`src/rtl/game_timer.sv`:
```
// Scoreboard countdown clock: MM:SS packed BCD, ticked by rising edges of the
// divider's slow clock sclk, with start/stop/load control and an expiry horn.
module game_timer #(
  parameter logic [7:0] DEFAULT_MIN = 8'h10,
  parameter logic [7:0] DEFAULT_SEC = 8'h00,
  parameter int         HORN_CYCLES = 16
) (
  input  logic       clk,
  input  logic       reset,
  input  logic       sclk,
  input  logic       start,
  input  logic       stop,
  input  logic       load,
  input  logic [7:0] preset_min,
  input  logic [7:0] preset_sec,
  output logic [7:0] min_bcd,
  output logic [7:0] sec_bcd,
  output logic       running,
  output logic       expired,
  output logic       horn
);

  localparam int HW = $clog2(HORN_CYCLES + 1);

  typedef enum logic [1:0] {IDLE, RUN, PAUSE, EXPIRED} state_t;

  state_t        state, state_nx;
  logic          sclk_d, tick, expire_nx;
  logic [7:0]    min_nx, sec_nx;
  logic [HW-1:0] hcnt;

  assign tick = sclk & ~sclk_d;

  // A tens digit past its limit means the value is beyond the field maximum,
  // so the whole field saturates (A7 -> 99, 7C -> 59); otherwise only the
  // ones digit is clamped to 9.
  function automatic logic [7:0] clamp(input logic [7:0] v, input logic [3:0] tmax);
    if (v[7:4] > tmax) clamp = {tmax, 4'd9};
    else               clamp = {v[7:4], (v[3:0] > 4'd9) ? 4'd9 : v[3:0]};
  endfunction

  function automatic logic [15:0] dec(input logic [15:0] t);
    logic [3:0] m1, m0, s1, s0;
    {m1, m0, s1, s0} = t;
    if (s0 != 4'd0) s0 = s0 - 4'd1;
    else begin
      s0 = 4'd9;
      if (s1 != 4'd0) s1 = s1 - 4'd1;
      else begin
        s1 = 4'd5;
        if (m0 != 4'd0) m0 = m0 - 4'd1;
        else begin
          m0 = 4'd9;
          m1 = m1 - 4'd1;
        end
      end
    end
    dec = {m1, m0, s1, s0};
  endfunction

  always_ff @(posedge clk or negedge reset) begin
    if (!reset) state <= IDLE;
    else        state <= state_nx;
  end

  always_comb begin
    state_nx  = state;
    min_nx    = min_bcd;
    sec_nx    = sec_bcd;
    expire_nx = 1'b0;
    if (load) begin
      state_nx = IDLE;
      min_nx   = clamp(preset_min, 4'd9);
      sec_nx   = clamp(preset_sec, 4'd5);
    end else begin
      case (state)
        IDLE:    if (!stop && start && {min_bcd, sec_bcd} != 16'h0000) state_nx = RUN;
        RUN: begin
          if (stop) state_nx = PAUSE;
          else if (tick && {min_bcd, sec_bcd} != 16'h0000) begin
            {min_nx, sec_nx} = dec({min_bcd, sec_bcd});
            if ({min_bcd, sec_bcd} == 16'h0001) begin
              state_nx  = EXPIRED;
              expire_nx = 1'b1;
            end
          end
        end
        PAUSE:   if (!stop && start) state_nx = RUN;
        default: state_nx = state;
      endcase
    end
  end

  always_ff @(posedge clk or negedge reset) begin
    if (!reset) begin
      sclk_d  <= 1'b0;
      min_bcd <= DEFAULT_MIN;
      sec_bcd <= DEFAULT_SEC;
      running <= 1'b0;
      expired <= 1'b0;
      horn    <= 1'b0;
      hcnt    <= '0;
    end else begin
      sclk_d  <= sclk;
      min_bcd <= min_nx;
      sec_bcd <= sec_nx;
      running <= (state_nx == RUN);
      expired <= (state_nx == EXPIRED);
      // hcnt holds the remaining high cycles after the current one
      if (load) begin
        horn <= 1'b0;
        hcnt <= '0;
      end else if (expire_nx) begin
        horn <= 1'b1;
        hcnt <= HW'(HORN_CYCLES - 1);
      end else if (horn) begin
        if (hcnt == '0) horn <= 1'b0;
        else            hcnt <= hcnt - 1'b1;
      end
    end
  end

endmodule

```
`config.mk`:
```
export PLATFORM = sky130hd
export DESIGN_NAME = game_timer
export DESIGN_NICKNAME = d
export VERILOG_FILES = /design/src/rtl/game_timer.sv
export SDC_FILE = /design/constraint.sdc
export NUM_CORES = 1
export LEC_CHECK = 0
export CORE_UTILIZATION = 49
export DETAILED_ROUTE_END_ITERATION = 10
export GPL_ROUTABILITY_DRIVEN = 0
export PLACE_DENSITY = 0.8
export SLEW_MARGIN = 20
export SYNTH_ARGS = -nofsm -noshare
export SYNTH_HDL_FRONTEND = slang
export SYNTH_SLANG_ARGS = --single-unit
```
`constraint.sdc`:
```
create_clock -name clk -period 2.4 [get_ports clk]
set_input_delay 0.36 -clock clk [delete_from_list [all_inputs] [get_ports clk]]
set_output_delay 0.36 -clock clk [all_outputs]
set_load 0.02 [all_outputs]
```
**After elaboration in Yosys (flattened, before gate mapping)**

Cells that the tools add are included.

- Bits in registers: 27
- Output and inout port bits: 19

- Reductions and logical operators: 18
- Eq/ne operators: 10
- Multiplexer cells: 41
- Add/sub/neg operators: 5
- Bitwise logic cells: 2
- $lt $le $gt $ge: 4

Operator list:

| operator | number |
|---|---|
| $mux W8 | 10 |
| $mux W4 | 11 |
| $mux W5 | 4 |
| $eq A16 B1 Y1 const B | 1 |
| $reduce_bool A16 Y1 | 1 |
| $sub A4 B1 Y4 const B | 4 |
| $gt A4 B4 Y1 const B | 3 |
| $mux W2 | 6 |
| $reduce_bool A4 Y1 | 3 |
| $mux W1 | 9 |
| $ne A2 B2 Y1 const B | 3 |
| $pmux W2 S3 | 1 |
| $reduce_and A6 Y1 | 1 |
| $logic_not A5 Y1 | 1 |
| $reduce_and A5 Y1 | 1 |
| $sub A5 B1 Y5 const B | 1 |
| $eq A2 B1 Y1 const B | 2 |
| $eq A2 B2 Y1 const B | 2 |
| $gt A4 B3 Y1 const B | 1 |
| $reduce_and A4 Y1 | 1 |
| $reduce_bool A2 Y1 | 2 |
| $logic_and A1 B1 Y1 | 3 |
| $ne A3 B3 Y1 const B | 1 |
| $reduce_and A3 Y1 | 1 |
| 7 further kinds | 7 |

**Logic depth before layout (Yosys ltp)**

- Word-level depth: 9
- Depth in mapped cells: 7
- Mapped depth without buffers: 7

**Least setup slack after synthesis**

Ideal clock, no wire load.

- Path type: flip-flop to flip-flop
- Start point: reg min_bcd[1]
- End point: reg min_bcd[5]
- Period minus slack after synthesis: 1,818 ps
- Slack: 582 ps
- Data required time: 2,323 ps
- Stages on the path, launching flop included: 5
- Buffers on the path: 0
- Arrival time: 1,740 ps
- Cells stage by stage: dfrtp_1 > or4_4 > nor3_4 > mux2_1 > a21oi_1

- Word-level cells in the longest chain between the ends: 4
- Elaborated cells on any way between the ends: 6
- Those cells by class: eq/ne (1); reduce/logical (5)

RTL lines:

| element | RTL line | source |
|---|---|---|
| start: declaration | 16 | `output logic [7:0] min_bcd,` |
| start signal: assignment | 105 | `min_bcd <= min_nx;` |
| $reduce_bool A16 Y1 | 80 | `else if (tick && {min_bcd, sec_bcd} != 16'h0000) begin` |
| $logic_and A1 B1 Y1 | 80 |  |
| $reduce_bool A2 Y1 (no line) | - |  |
| $reduce_and A6 Y1 (no line) * | - |  |

Every way passes the cells marked *; elsewhere a longest branch is shown, timed or not.
A chain may end at the register's enable or synchronous reset.

**Worst setup path in the final report**

- Start point: reg min_bcd[5]
- End point: reg hcnt[4]

- Word-level cells in the longest chain between the ends: 8
- Elaborated cells on any way between the ends: 13
- Those cells by class: eq/ne (2); mux (7); reduce/logical (4)

RTL lines:

| element | RTL line | source |
|---|---|---|
| $eq A16 B1 Y1 / $reduce_bool A16 Y1 (equally long branches) | 82, 80 |  |
| $mux W1 / $logic_and A1 B1 Y1 (equally long branches) | 82, 80 |  |
| $mux W1 * | 80 |  |
| $mux W1 * | 79 | `if (stop) state_nx = PAUSE;` |
| $mux W1 * | 76 | `case (state)` |
| $mux W1 * | 71 | `if (load) begin` |
| $ne A3 B3 Y1 (no line) (tied with other cells) | - |  |
| $reduce_and A2 Y1 (no line) / $mux W5 (equally long branches) | - |  |
| end signal: assignment | 115 | `hcnt <= HW'(HORN_CYCLES - 1);` |
| end signal: assignment | 118 | `else hcnt <= hcnt - 1'b1;` |
| end: declaration | 30 | `logic [HW-1:0] hcnt;` |

Marks and branches as above.

==> results.md <==
* Status: finished clean
* Top cells by area, synth: dfrtp_1 (40%), a21oi_1 (5.6%), nor2_1 (4.4%), ha_1 (3.1%), o21ai_0 (3.1%)
* Die height at 59.31 um
* Drt initial violations at 59
* CP Data Required Time at 2630 ps
* Commonest non-fill, non-tap cell in the layout: clkdlybuf4s50_1
* Crit path kind: flip-flop to flip-flop
* Clock sink count at 27
* Comb pwr share at 23.2%
* DR WL met2 at 1913 um
* Crit start category: flip-flop
* H-tree depth at 1
* Routed Antenna Nets at 0
* Setup_tns at 0 ps
* NetSw at 0.0002826 W
* Asr flop ratio synth at 100.0%
* Skew final at 4.954 ps
* Clock power share at 21.4%
* Post-CTS Hold Buffers at 0
* Top_reg_cell synth: dfrtp_1
* Area grow syn2layout at 31.10%
* Drt wl/cell at 14.63 um
* Final worst path period share at 82.51%
* DPL Wire Length at 2945 um
* RSZ-0062 raised after global routing: no
* Final setup violation count at 0
* Synth warn at 0
* Row cnt at 20
* VDD IR-drop max at 0.0002662 V
* CP arrival at 2210 ps
* TritonRoute pass-1 iters at 4
* Clock Root Buffer: clkbuf_4
* Die area at 0.003517 mm2
* Max-cap violations at 0
* Commonest non-fill, non-tap cells in the layout: clkdlybuf4s50_1 (40), dfrtp_1 (26), nor2_1 (19)
* Synth Area in Compound Gates at 19.75%
* P_leak at 0.8769 nW
* Largest family of logic cells by synthesized area: simple AND/OR/NAND/NOR gates
* Cells after Synth at 176
* Post-CTS setup buffers at 0
* Total Routed Length at 3862 um
* Adder-cell share of the synthesized area at 3.110%
* WHS at 392.6 ps
* Deepest clock path buffer count at 2
* Post-layout min period at 1980 ps
* Top sig layer: met4
* Cell area after synthesis at 0.001609 mm2
* Mux share of post-synthesis cell area at 0.6998%
* PwrDens at 444.3 mW/mm2
* Hold crit path type: input port to async pin
* Die X at 59.31 um
* CTS tree: done
* Initial antenna violation count at 0
* Fillers at 264
* Wire length on met1 at 1735 um
* Met3 WL at 183 um
* Worst slew margin at 60.39%
* # diodes at 0
* Total GRT Usage at 23.31%
* Area share of and/or/nand/nor cells after synthesis at 27.84%
* Worst-Margin Slew at 587.8 ps
* Via Count at 1495
* Area leader, netlist: dfrtp_1
* Final hold viol count at 0
* Pin count of the biggest net entering global routing at 28
* Switching part of the total at 30.15%
* Worst Path Max Fanout at 6
* CTS Buf Count at 3
* Clock Latency Late Sink at 320 ps
* Fmax achieved at 0.5050 GHz
* Share of the synthesized area in the top cell type at 40.44%
* Post-Synth XOR/XNOR Area at 3.266%
* Max Transition Viols Final at 0
* Layout cell share with drive strength beyond 1 at 8.182%
* Number of flops mapped to enable cells by yosys at 0
* Clock transition at path regs at 150 ps
* Avg Inst Size Synth at 9.142 um2
* First-pass GRT wire length at 6210 um
* Crit end category: flip-flop
* Internal at 0.0006546 W
* Total Nets Final at 247
* Port Buf Inserts at 40
* DRC at 0
* Cts repair resizes at 0
* Vias in the first global route at 1381
* Yosys cell types at 47
* Seq/Total Area, Yosys at 42.07%
* Core box area at 0.003078 mm2
* Overflow after GRT at 0
* Initial core utilization at 52.28%
* Yosys reg bits at 27
* Sequential share of power at 55.4%
* IO Count at 41
* Post-Syn Nets at 202
* Via/cell ratio at 5.663
[cell families after synthesis]
logic type,count (synthesis)
buffers and inverters,14
XOR/XNOR,6
adder cells (fa/ha/maj),4
AND/OR/NAND/NOR,73
multiplexers,1
AO/OA/AOI/OAI,51
flip-flops,27
[worst max-delay path: stages (launching register included)]
cell     delay [ps]
dfrtp_1         420
inv_1           100
ha_1            170
nor3b_2         380
and3_1          310
nand4_1         250
and3_1          260
[synthesized netlist by cell type (2+ instances only)]
| cell type | count |
|---|---|
| nor2b_1 | 3 |
| a21oi_1 | 18 |
| clkbuf_1 | 4 |
| ha_1 | 4 |
| nor4_1 | 3 |
| and2_1 | 2 |
| xnor2_1 | 4 |
| nor2_1 | 19 |
| a21o_1 | 2 |
| dfrtp_1 | 26 |
| nor3b_2 | 2 |
| nand2_1 | 10 |
| and3_1 | 4 |
| xor2_1 | 2 |
| nand2b_1 | 2 |
| o22ai_1 | 4 |
| o21ai_1 | 2 |
| o21ai_0 | 10 |
| nand3_1 | 7 |
| o21a_1 | 3 |
| nand4_1 | 2 |
| nand3b_1 | 2 |
| nor3_1 | 8 |
| inv_1 | 9 |
| nor4_4 | 2 |
[stage by stage]
step,total power (W),utilization (%),cells,area (um2),worst slack (ps)
floorplan,0.0006242,-,176,1609,582.4
CTS,0.0009431,68.54,264,2110,425.7
global route,0.0009881,68.54,264,2110,220.7
finish,0.0009372,68.54,264,2110,419.9
detailed placement,0.0007436,67.68,260,2083,311.0
global placement,0.0007366,67.68,260,2083,355.0
[area by class of cell]
type	count	area, um2	share of cell area (%)
clock buffer	4	26.28	1.246
inverter	9	33.78	1.601
multi-input combinational	135	879.6	41.70
sequential	27	676.9	32.09
tap	44	55.05	2.610
timing repair buffer	45	437.9	20.76
[per-layer routing]
| layer | vias to the layer above | global-route usage, % |
|---|---|---|
| met2 | 40 | 41.09 |
| met4 | 0 | 6.122 |
| met3 | 4 | 3.275 |
| li1 | 726 | - |
| met5 | - | 0 |
| met1 | 725 | 29.75 |
[power groups by stage]
stage / registers [W] / logic, W / clock network (W)
after floorplan: 0.000547 / 0.0000774 / 0
after global placement: 0.000524 / 0.000213 / 0
after detailed placement: 0.000526 / 0.000218 / 0
after CTS: 0.000518 / 0.000219 / 0.000206
after global routing: 0.000523 / 0.000235 / 0.000230
final: 0.000519 / 0.000217 / 0.000201
[state kept, by name, indices dropped and copies added (netlist names)]
register / cells
min_bcd: 8
sec_bcd: 8
hcnt: 5
state: 2
expired: 1
horn: 1
running: 1
sclk_d: 1
[worst paths after layout]
kind,from,end,slack (ps),depth (start not counted)
hold / removal,reset,expired,390,2
setup / recovery,min_bcd[5],hcnt[4],420,6
min in group clk,sclk,sclk_d,480,1
setup reg to reg,min_bcd[5],hcnt[4],420,6
max in group asynchronous,reset,min_bcd[4],1700,2
hold reg to reg,min_bcd[4],min_bcd[4],620,2
(Power assumes the default switching activity.)
